**src/rtl/imm_gen_pipe.sv**
```systemverilog
// Pipelined RV32I immediate generator.
// One instruction per cycle in over valid/ready. The decoded immediate,
// format code, illegal flag and tag appear one cycle later. An output
// register plus a skid register keep full throughput under backpressure
// while in_ready stays a registered signal.
//
// state       | meaning
// ------------+--------------------------------------------------
// empty       | out_valid=0, skid_full=0: nothing held
// out only    | out_valid=1, skid_full=0: result waiting, input open
// out + skid  | out_valid=1, skid_full=1: both slots full, in_ready=0
module imm_gen_pipe #(
    parameter int XLEN  = 32,
    parameter int TAG_W = 32,
    parameter int CNT_W = 16
) (
    input  logic             clk,
    input  logic             n_rst,
    input  logic             flush,
    input  logic             in_valid,
    output logic             in_ready,
    input  logic [31:0]      in_instr,
    input  logic [TAG_W-1:0] in_tag,
    output logic             out_valid,
    input  logic             out_ready,
    output logic [XLEN-1:0]  out_imm,
    output logic [2:0]       out_fmt,
    output logic             out_illegal,
    output logic [TAG_W-1:0] out_tag,
    output logic [CNT_W-1:0] dec_count
);

    localparam logic [2:0] FMT_NONE = 3'd0;
    localparam logic [2:0] FMT_I    = 3'd1;
    localparam logic [2:0] FMT_S    = 3'd2;
    localparam logic [2:0] FMT_B    = 3'd3;
    localparam logic [2:0] FMT_U    = 3'd4;
    localparam logic [2:0] FMT_J    = 3'd5;

    logic [31:0]      imm32;
    logic [XLEN-1:0]  dec_imm;
    logic [2:0]       dec_fmt;
    logic             dec_ill;

    logic             skid_full;
    logic [XLEN-1:0]  skid_imm;
    logic [2:0]       skid_fmt;
    logic             skid_ill;
    logic [TAG_W-1:0] skid_tag;

    logic             in_xfer;
    logic             out_xfer;
    logic             out_free;

    assign in_ready = !skid_full;
    assign in_xfer  = in_valid && in_ready;
    assign out_xfer = out_valid && out_ready;
    // Output register can take new data when empty or draining this cycle.
    assign out_free = !out_valid || out_ready;

    // Decode the incoming instruction into a 32-bit immediate, then widen.
    always_comb begin
        imm32   = '0;
        dec_fmt = FMT_NONE;
        dec_ill = 1'b0;
        if (in_instr[1:0] != 2'b11) begin
            dec_ill = 1'b1;
        end else begin
            case (in_instr[6:0])
                7'b0000011, 7'b0010011, 7'b1100111, 7'b1110011: begin
                    imm32   = {{20{in_instr[31]}}, in_instr[31:20]};
                    dec_fmt = FMT_I;
                end
                7'b0100011: begin
                    imm32   = {{20{in_instr[31]}}, in_instr[31:25], in_instr[11:7]};
                    dec_fmt = FMT_S;
                end
                7'b1100011: begin
                    imm32   = {{19{in_instr[31]}}, in_instr[31], in_instr[7],
                               in_instr[30:25], in_instr[11:8], 1'b0};
                    dec_fmt = FMT_B;
                end
                7'b0110111, 7'b0010111: begin
                    imm32   = {in_instr[31:12], 12'b0};
                    dec_fmt = FMT_U;
                end
                7'b1101111: begin
                    imm32   = {{11{in_instr[31]}}, in_instr[31], in_instr[19:12],
                               in_instr[20], in_instr[30:21], 1'b0};
                    dec_fmt = FMT_J;
                end
                7'b0110011, 7'b0001111: begin
                    dec_fmt = FMT_NONE;
                end
                default: begin
                    dec_ill = 1'b1;
                end
            endcase
        end
        // Bit 31 of every format is the sign, so replicate it across XLEN.
        dec_imm       = {XLEN{imm32[31]}};
        dec_imm[31:0] = imm32;
    end

    // Occupancy of the output and skid slots; flush empties both.
    always_ff @(posedge clk or negedge n_rst) begin
        if (!n_rst) begin
            out_valid <= 1'b0;
            skid_full <= 1'b0;
        end else if (flush) begin
            out_valid <= 1'b0;
            skid_full <= 1'b0;
        end else if (out_free) begin
            if (skid_full) begin
                out_valid <= 1'b1;
                skid_full <= 1'b0;
            end else begin
                out_valid <= in_xfer;
            end
        end else if (in_xfer) begin
            skid_full <= 1'b1;
        end
    end

    // Output payload: older skid entry first, otherwise the fresh decode.
    always_ff @(posedge clk or negedge n_rst) begin
        if (!n_rst) begin
            out_imm     <= '0;
            out_fmt     <= '0;
            out_illegal <= 1'b0;
            out_tag     <= '0;
        end else if (!flush && out_free) begin
            if (skid_full) begin
                out_imm     <= skid_imm;
                out_fmt     <= skid_fmt;
                out_illegal <= skid_ill;
                out_tag     <= skid_tag;
            end else if (in_xfer) begin
                out_imm     <= dec_imm;
                out_fmt     <= dec_fmt;
                out_illegal <= dec_ill;
                out_tag     <= in_tag;
            end
        end
    end

    // Skid payload captures an accepted input while the output is stalled.
    always_ff @(posedge clk or negedge n_rst) begin
        if (!n_rst) begin
            skid_imm <= '0;
            skid_fmt <= '0;
            skid_ill <= 1'b0;
            skid_tag <= '0;
        end else if (!flush && !out_free && in_xfer) begin
            skid_imm <= dec_imm;
            skid_fmt <= dec_fmt;
            skid_ill <= dec_ill;
            skid_tag <= in_tag;
        end
    end

    // Retired-decode counter; output handshakes count even during flush.
    always_ff @(posedge clk or negedge n_rst) begin
        if (!n_rst) begin
            dec_count <= '0;
        end else if (out_xfer) begin
            dec_count <= dec_count + CNT_W'(1);
        end
    end

endmodule

```
**config.mk**
```make
export PLATFORM = sky130hd
export DESIGN_NAME = imm_gen_pipe
export DESIGN_NICKNAME = d
export VERILOG_FILES = /design/src/rtl/imm_gen_pipe.sv
export SDC_FILE = /design/constraint.sdc
export NUM_CORES = 1
export LEC_CHECK = 0
export ABC_CLOCK_PERIOD_IN_PS = 1830
export CORE_MARGIN = 2
export CORE_UTILIZATION = 39
export DETAILED_ROUTE_END_ITERATION = 10
export PLACE_DENSITY = 0.67
export SLEW_MARGIN = 20
export SYNTH_ARGS = -nofsm -noshare
export SYNTH_HDL_FRONTEND = slang
export SYNTH_SLANG_ARGS = --single-unit
```
**constraint.sdc**
```tcl
create_clock -name clk -period 1.83 [get_ports clk]
set_input_delay 0.2745 -clock clk [delete_from_list [all_inputs] [get_ports clk]]
set_output_delay 0.2745 -clock clk [all_outputs]
set_load 0.03 [all_outputs]
```
Word level (Yosys, flattened, before mapping)
Index checks and enable logic that the tools add are counted.
{"block": "op_classes", "bitwise_logic": 0, "order_cmp": 0, "n_reduce_logical": 17, "div_mod_pow": 0, "shifts": 0, "muxes": 20, "n_mul": 0, "addsub": 1, "n_eq_ne": 12}
{"op": "$mux W32", "n": 5}
{"op": "$pmux W32 S5", "n": 1}
{"op": "$eq A7 B7 Y1 const B", "n": 4}
{"op": "$eq A7 B6 Y1 const B", "n": 3}
{"op": "$add A16 B1 Y16 const B", "n": 1}
{"op": "$pmux W3 S5", "n": 1}
{"op": "$eq A7 B5 Y1 const B", "n": 2}
{"op": "$reduce_or A11 Y1", "n": 1}
{"op": "$mux W1", "n": 10}
{"op": "$mux W3", "n": 3}
{"op": "$eq A7 B2 Y1 const B", "n": 1}
{"op": "$eq A7 B4 Y1 const B", "n": 1}
{"op": "$logic_and A1 B1 Y1", "n": 5}
{"op": "$logic_not A1 Y1", "n": 4}
{"op": "$reduce_bool A2 Y1", "n": 2}
{"op": "$reduce_or A4 Y1", "n": 1}
{"op": "$reduce_bool A3 Y1", "n": 1}
{"op": "$ne A2 B2 Y1 const B", "n": 1}
{"op": "$reduce_and A2 Y1", "n": 1}
{"op": "$reduce_or A2 Y1", "n": 1}
{"op": "$logic_or A1 B1 Y1", "n": 1}
{"block": "word_totals", "latch_bits": 0, "mem_bits_ro": 0, "reg_bits": 154, "word_cells": 61, "n_memories": 0, "mem_bits_rw": 0}

Longest topological paths before layout
Gate-level depths: netlist of run 1.
{"block": "depth", "ltp_word": 6, "depth_mapped": 8, "mapped_depth_nobuf": 5}

Worst setup path before layout of run 1
Ideal clock, no wire load.
{"block": "synth_path", "path_type": "flip-flop to flip-flop", "start": "reg out_valid", "end": "reg out_imm[10]", "period_less_slack_ns": 1.870, "required_ns": 1.704, "slack_ns": -0.040, "n_path_buf": 3, "arrival_time_ns": 1.744, "path_stages_with_launch": 7, "setup_ns": 0.126, "cell_sequence": "dfrtp_1 > nor2b_1 > buf_6 > or3_1 > buf_2 > buf_6 > a221o_1"}
{"block": "synth_between", "elab_chain_cells": 4}
{"item": "from (decl)", "line_no": "24", "rtl": "output logic out_valid,"}
{"item": "from (signal assigned)", "line_no": "118", "rtl": "out_valid <= in_xfer;"}
{"item": "$logic_not A1 Y1", "line_no": "59", "rtl": "assign out_free = !out_valid || out_ready;"}
{"item": "$logic_or A1 B1 Y1", "line_no": "59"}
{"item": "$logic_and A1 B1 Y1", "line_no": "132", "rtl": "end else if (!flush && out_free) begin"}
{"item": "$reduce_and A2 Y1 (no line)"}
{"item": "to (signal assigned)", "line_no": "134", "rtl": "out_imm <= skid_imm;"}
{"item": "to (signal assigned)", "line_no": "139", "rtl": "out_imm <= dec_imm;"}
{"item": "to (decl)", "line_no": "26", "rtl": "output logic [XLEN-1:0] out_imm,"}
Every way passes these cells.
A chain may end at the register's enable or synchronous reset.

Worst setup path after layout of run 1
{"block": "layout_path", "start": "reg out_imm[31]", "end": "out out_imm[31]"}
No word-level cell between the ends.

==> flow_metrics.tcl, run 1 <==
set metrics [dict create \
    min_path_type "input pin to async pin" \
    cp_cell_sequence "clkdlybuf4s50_1" \
    drtAntennaViolNets 0 \
    synth_area_um2 6853 \
    yosys.area.top_type "dfrtp_1" \
    vias_per_cell 5.123 \
    antenna_found_initial 0 \
    yosys-top-cells-area "dfrtp_1, nand2_1, mux2i_1" \
    critPathTopFamily "buffers and inverters" \
    ys_ff_latch 154 \
    drive_gt1_share_pct 12.14 \
    routabilityCongestion 0.9161 \
    synth_ff_type "dfrtp_1" \
    irDropWorstVdd_mv 0.7178 \
    cp_slowest_cell "clkdlybuf4s50_1" \
    r2r_setup_slack_ns 0.09 \
    yosys.area_share.simple_pct 19.94 \
    grt_pass1_wl_mm 29.73 \
    fin_crit_ns 1.785 \
    slew_headroom_pct 51.33 \
    cts-root-buf "clkbuf_16" \
    postLayoutCoreUtil_pct 56.71 \
    cts_buffers 17 \
    clkTransAtPathRegs_ns 0.06 \
    ys_async_sr_fraction_pct 100.0 \
    final_cell_mix "nand2_1, dfrtp_1, clkdlybuf4s50_1" \
    htree_levels 4 \
    multi_input_area_um2 2784 \
    drt_first_pass_iters 5 \
    core_area_um2 17240 \
    synth_nets 768 \
    syn_avg_cell_area_um2 9.818 \
    regArea_um2 3856 \
    initial_core_util_pct 39.76 \
    synth_top_cell_area_share_pct 56.24 \
    critPathKind "register to output pin" \
    die_y_um 136.6 \
    vias 5794 \
    drt_iter0_markers 313 \
    power.total_w 0.01041 \
    synthAdderAreaFrac_pct 0.1826 \
    p_leak_nw 4.464 \
    grt_pass1_vias 5599 \
    drcViolationCount 0 \
    die-area_um2 18650 \
    clock_path_buffers 2 \
    slowest_delay_ns 0.70 \
    drv_cap 0 \
    nNetsFinal 963 \
    fillers 1519 \
    pwr_density_cell_nw_per_um2 1065 \
    required_ns 1.56 \
    post-cts-setup-buffers 0 \
    rows 48 \
    path_max_fanout 2 \
    end_kind "output pin" \
    grt.overflow.total 0 \
    synth_edf_count 0 \
    area_delta_synth_final_pct 42.63 \
    status "finished clean" \
    synthCells 698 \
    cp.arrival_ns 1.51 \
    routed_wl_mm 18.51 \
    start_kind "register" \
    cts_tree "yes" \
    synth_xor_area_share_pct 1.917 \
    finClkSkew_ns 0.006851 \
    io_buffer_count 154 \
    track_usage_pct 20.71 \
    synth_top_family_by_area "simple AND/OR/NAND/NOR gates" \
    worst_pin_slew_ns 0.7301 \
    wl_per_cell_um 16.36 \
    crit_buf_inv 1 \
    yosysSeqAreaShare_pct 56.24 \
    synth_warnings 0 \
    die_x_um 136.6 \
    clock_sinks 154 \
    report.final.slew_viol_count 0 \
    mostFrequentLayoutCell "nand2_1" \
    synth_compound_area_share_pct 12.78 \
    ys_types 55 \
    fmax_ghz 0.5603 \
    diodes 0 \
    dpl.hpwl_mm 12.84 \
    hold_viol_final 0 \
    io_pins 155 \
    finalSetupViolCount 0 \
    clkLatencyLatePin_ns 0.42 \
    grt_max_degree 66 \
    synth.mux.area_fraction_pct 5.423 \
    finalCritPeriodShare_pct 97.53 \
]
==> stage by stage <==
stage                     instance area, um^2  setup TNS, ns  std cells  hold slack (ns)  setup slack (ns)
final                                    9774              0       1131           0.3150           0.04520
after global routing                     9774       -0.01994       1131           0.3299          -0.01994
after global placement                   9085         -24.23       1098           0.1931           -0.3703
after floorplan                          6854              0        698         -0.02109           0.01463
after detailed placement                 9085         -25.93       1098           0.1907           -0.4157
after CTS                                9729              0       1131           0.3090          0.003982
==> routing by layer <==
layer	vias to the layer above	GRT usage [%]	wire [um]
met5	-	0	0
met4	0	6.539	221
met3	16	3.963	1079
met2	182	32.42	8663
met1	2793	29.14	8540
li1	2803	-	-
==> worst paths after layout <==
path | start | endpoint | depth (start not counted)
setup reg to reg | out_valid | out_imm[7] | 4
hold reg to reg | skid_tag[15] | skid_tag[15] | 2
max in group asynchronous | n_rst | skid_imm[20] | 3
min in group clk | in_tag[23] | skid_tag[23] | 3
hold / removal | n_rst | skid_tag[17] | 2
setup / recovery | out_imm[31] | out_imm[31] | 1
==> what timing repair did <==
action | 4_1_cts | 5_1_grt
resized for setup | 6 | 16
setup endpoints to repair | 13 | 50
hold buffers | 1 | 0
endpoints found under the hold margin | 31 | 0
==> state kept, by name, indices dropped and copies added (netlist names) <==
register,cells
dec_count,16
out_fmt,3
out_illegal,1
out_imm,32
out_tag,32
out_valid,1
skid_fmt,3
skid_full,1
skid_ill,1
skid_imm,32
skid_tag,32
==> report_power, final <==
part	switching (W)	leakage (nW)	internal (W)
combinational	0.00126	2.21	0.00100
sequential	0.000354	1.95	0.00398
clock	0.00138	0.306	0.00243
total	0.00300	4.46	0.00741
==> kinds of logic after synthesis <==
group           Yosys count
buf+inv                  49
fa+ha+maj                 1
compound gates          132
mux                      37
xor+xnor                 15
simple gates            310
flops                   154
==> layout make-up <==
type,count,area share (%)
clock inverters,11,1.984
well taps,225,2.880
clock buffers,21,4.506
repair buffers,221,22.54
inverters,4,0.1536
multi-input cells,495,28.48
flip-flops and latches,154,39.45
==> cells in the mapped netlist (14+ instances only) <==
cell type and n:
o21ai_0 38, clkbuf_1 15, nand3_1 14, a211oi_1 19, nor2_1 53, nor3_1 22
nand2_1 177, mux2i_1 36, a21oi_1 24, buf_2 22, dfrtp_1 154
Power figures use the tool's default switching activity.
==> run 2, diff against run 1 <==
- CORE_MARGIN: 2 -> 5
==> flow_metrics.tcl, run 2 (synthesis results as in run 1) <==
set metrics [dict create \
    status "finished clean" \
    power_switching_w 0.003017 \
    report.final.slew_viol_count 0 \
    worst_pin_slew_ns 0.5156 \
    wl_per_cell_um 16.58 \
    routabilityCongestion 0.9201 \
    postLayoutCellArea_um2 9666 \
    nNetsFinal 954 \
    drt_iter0_markers 310 \
    finClkSkew_ns 0.005967 \
    drtAntennaViolNets 0 \
    drcViolationCount 0 \
    finalSetupViolCount 0 \
    die_x_um 142.6 \
    fillers 1539 \
    finalCritPeriodShare_pct 97.12 \
    r2r_start "out_valid" \
    p_int_w 0.007334 \
    dpl.hpwl_mm 13.03 \
    crit_cells 1 \
    mostFrequentLayoutCell "nand2_1" \
    min_path_type "input pin to async pin" \
    multi_input_area_um2 2775 \
    crit_buf_inv 1 \
    grt_pass1_wl_mm 30.28 \
    cts_tree "yes" \
    path_max_fanout 2 \
    cts-root-buf "clkbuf_16" \
    critical_path.endpoint "out_fmt[2]" \
    pwr-share-clk_pct 36.2 \
    reg2reg_depth 4 \
    core_area_um2 17300 \
    rows 48 \
    critPathKind "register to output pin" \
    io_buffer_count 154 \
    vias_per_cell 5.124 \
    clkTransAtPathRegs_ns 0.06 \
    track_usage_pct 18.89 \
    worstSetupStartpoint "out_fmt[2]" \
    initial_core_util_pct 39.62 \
    grt_max_degree 53 \
    cp_cell_sequence "clkdlybuf4s50_1" \
    r2r_end "out_imm[9]" \
    clock_path_buffers 2 \
    vias 5749 \
    fin_tns_setup_ns 0 \
    clkLatencyLatePin_ns 0.42 \
    r2r_setup_slack_ns 0.11 \
    required_ns 1.56 \
    clock_sinks 154 \
    end_kind "output pin" \
    grt.overflow.total 0 \
    slowest_delay_ns 0.73 \
    start_kind "register" \
    grt_pass1_vias 5810 \
    final_cell_mix "nand2_1, dfrtp_1, clkdlybuf4s50_1" \
    post-cts-setup-buffers 0 \
    cp.arrival_ns 1.50 \
    drv_cap 0 \
    die-area_um2 20320 \
    fmax_ghz 0.5627 \
    dpl_cell_area_um2 9005 \
    htree_levels 4 \
    hold_viol_final 0 \
    drt_first_pass_iters 5 \
    cts_buffers 17 \
    drive_gt1_share_pct 11.37 \
    area_delta_synth_final_pct 41.04 \
    regArea_um2 3856 \
    switching_share_pct 29.15 \
    p_leak_nw 4.353 \
    fin_crit_ns 1.777 \
    io_pins 155 \
    antenna_found_initial 0 \
    diodes 0 \
    pwr_density_cell_nw_per_um2 1071 \
    irDropWorstVdd_mv 0.6751 \
    rsz0062_at_grt "no" \
    critPathTopFamily "buffers and inverters" \
    power_frac_comb_pct 21.8 \
    cp_slowest_cell "clkdlybuf4s50_1" \
    routed_wl_mm 18.60 \
    die_y_um 142.6 \
    pwr-share-seq_pct 42.0 \
    slew_headroom_pct 65.62 \
]
## run 2: cell types whose count changed in the layout (fill, tap and decap cells not counted), sizes merged
cell,delta
dlymetal6s2s,-5
clkdlybuf4s50,+6
buf,-9
bufinv,-1
clkinv,+2
dlygate4sd2,-1
inv,-1
## run 2: worst min path at each step
stage / end / depth (start not counted) / slack [ns]
4_1_cts: out_tag[18] / 2 / 0.38
3_3_place_gp: skid_tag[17] / 1 / 0.26
2_1_floorplan: dec_count[0] / 0 / -0.02
3_5_place_dp: skid_tag[17] / 1 / 0.27
6_report: skid_tag[17] / 2 / 0.37
5_1_grt: skid_tag[8] / 3 / 0.41
## run 2: worst reg2reg max path: stages (launching register included)
cell	delay, ns
dfrtp_2	0.39
nor2b_1	0.15
or3_2	0.50
buf_12	0.19
a221o_1	0.37
## run 2: area by class of cell
class / count / area share (%)
flip-flops and latches: 154 / 39.90
multi-input cells: 495 / 28.71
repair buffers: 212 / 21.81
clock buffers: 21 / 4.764
well taps: 225 / 2.913
clock inverters: 11 / 1.748
inverters: 4 / 0.1553
## run 2: routing by layer
| layer | global-route usage, % | share of wire [%] |
|---|---|---|
| met1 | 25.75 | 44 |
| met2 | 29.80 | 47 |
| met3 | 4.099 | 6.1 |
| met4 | 6.903 | 2.5 |
| met5 | 0 | 0 |
## run 2: power groups by stage
stage / sequential, W / clock [W] / combinational, W
final: 0.00435 / 0.00375 / 0.00226
after floorplan: 0.00487 / 0 / 0.000691
after global routing: 0.00443 / 0.00397 / 0.00247
after CTS: 0.00435 / 0.00382 / 0.00229
after detailed placement: 0.00440 / 0 / 0.00230
after global placement: 0.00438 / 0 / 0.00226
## run 2: timing repair
item / CTS / global route
endpoints found under the hold margin: 49 / 0
pin swaps: 0 / 0
hold buffers: 1 / 0
setup endpoints to repair: 4 / 14
gates resized for setup: 4 / 10
## run 2: stage by stage
step,worst slack [ns],power [W],hold WS [ns],std cells,utilization [%]
2_1_floorplan,0.01463,0.005561,-0.02109,698,-
3_3_place_gp,-0.2646,0.006642,0.2647,1089,52.06
3_5_place_dp,-0.2894,0.006700,0.2704,1089,52.06
4_1_cts,0.002732,0.01046,0.3849,1122,55.73
5_1_grt,0.0005993,0.01086,0.4105,1122,55.88
6_report,0.05272,0.01035,0.3700,1122,55.88
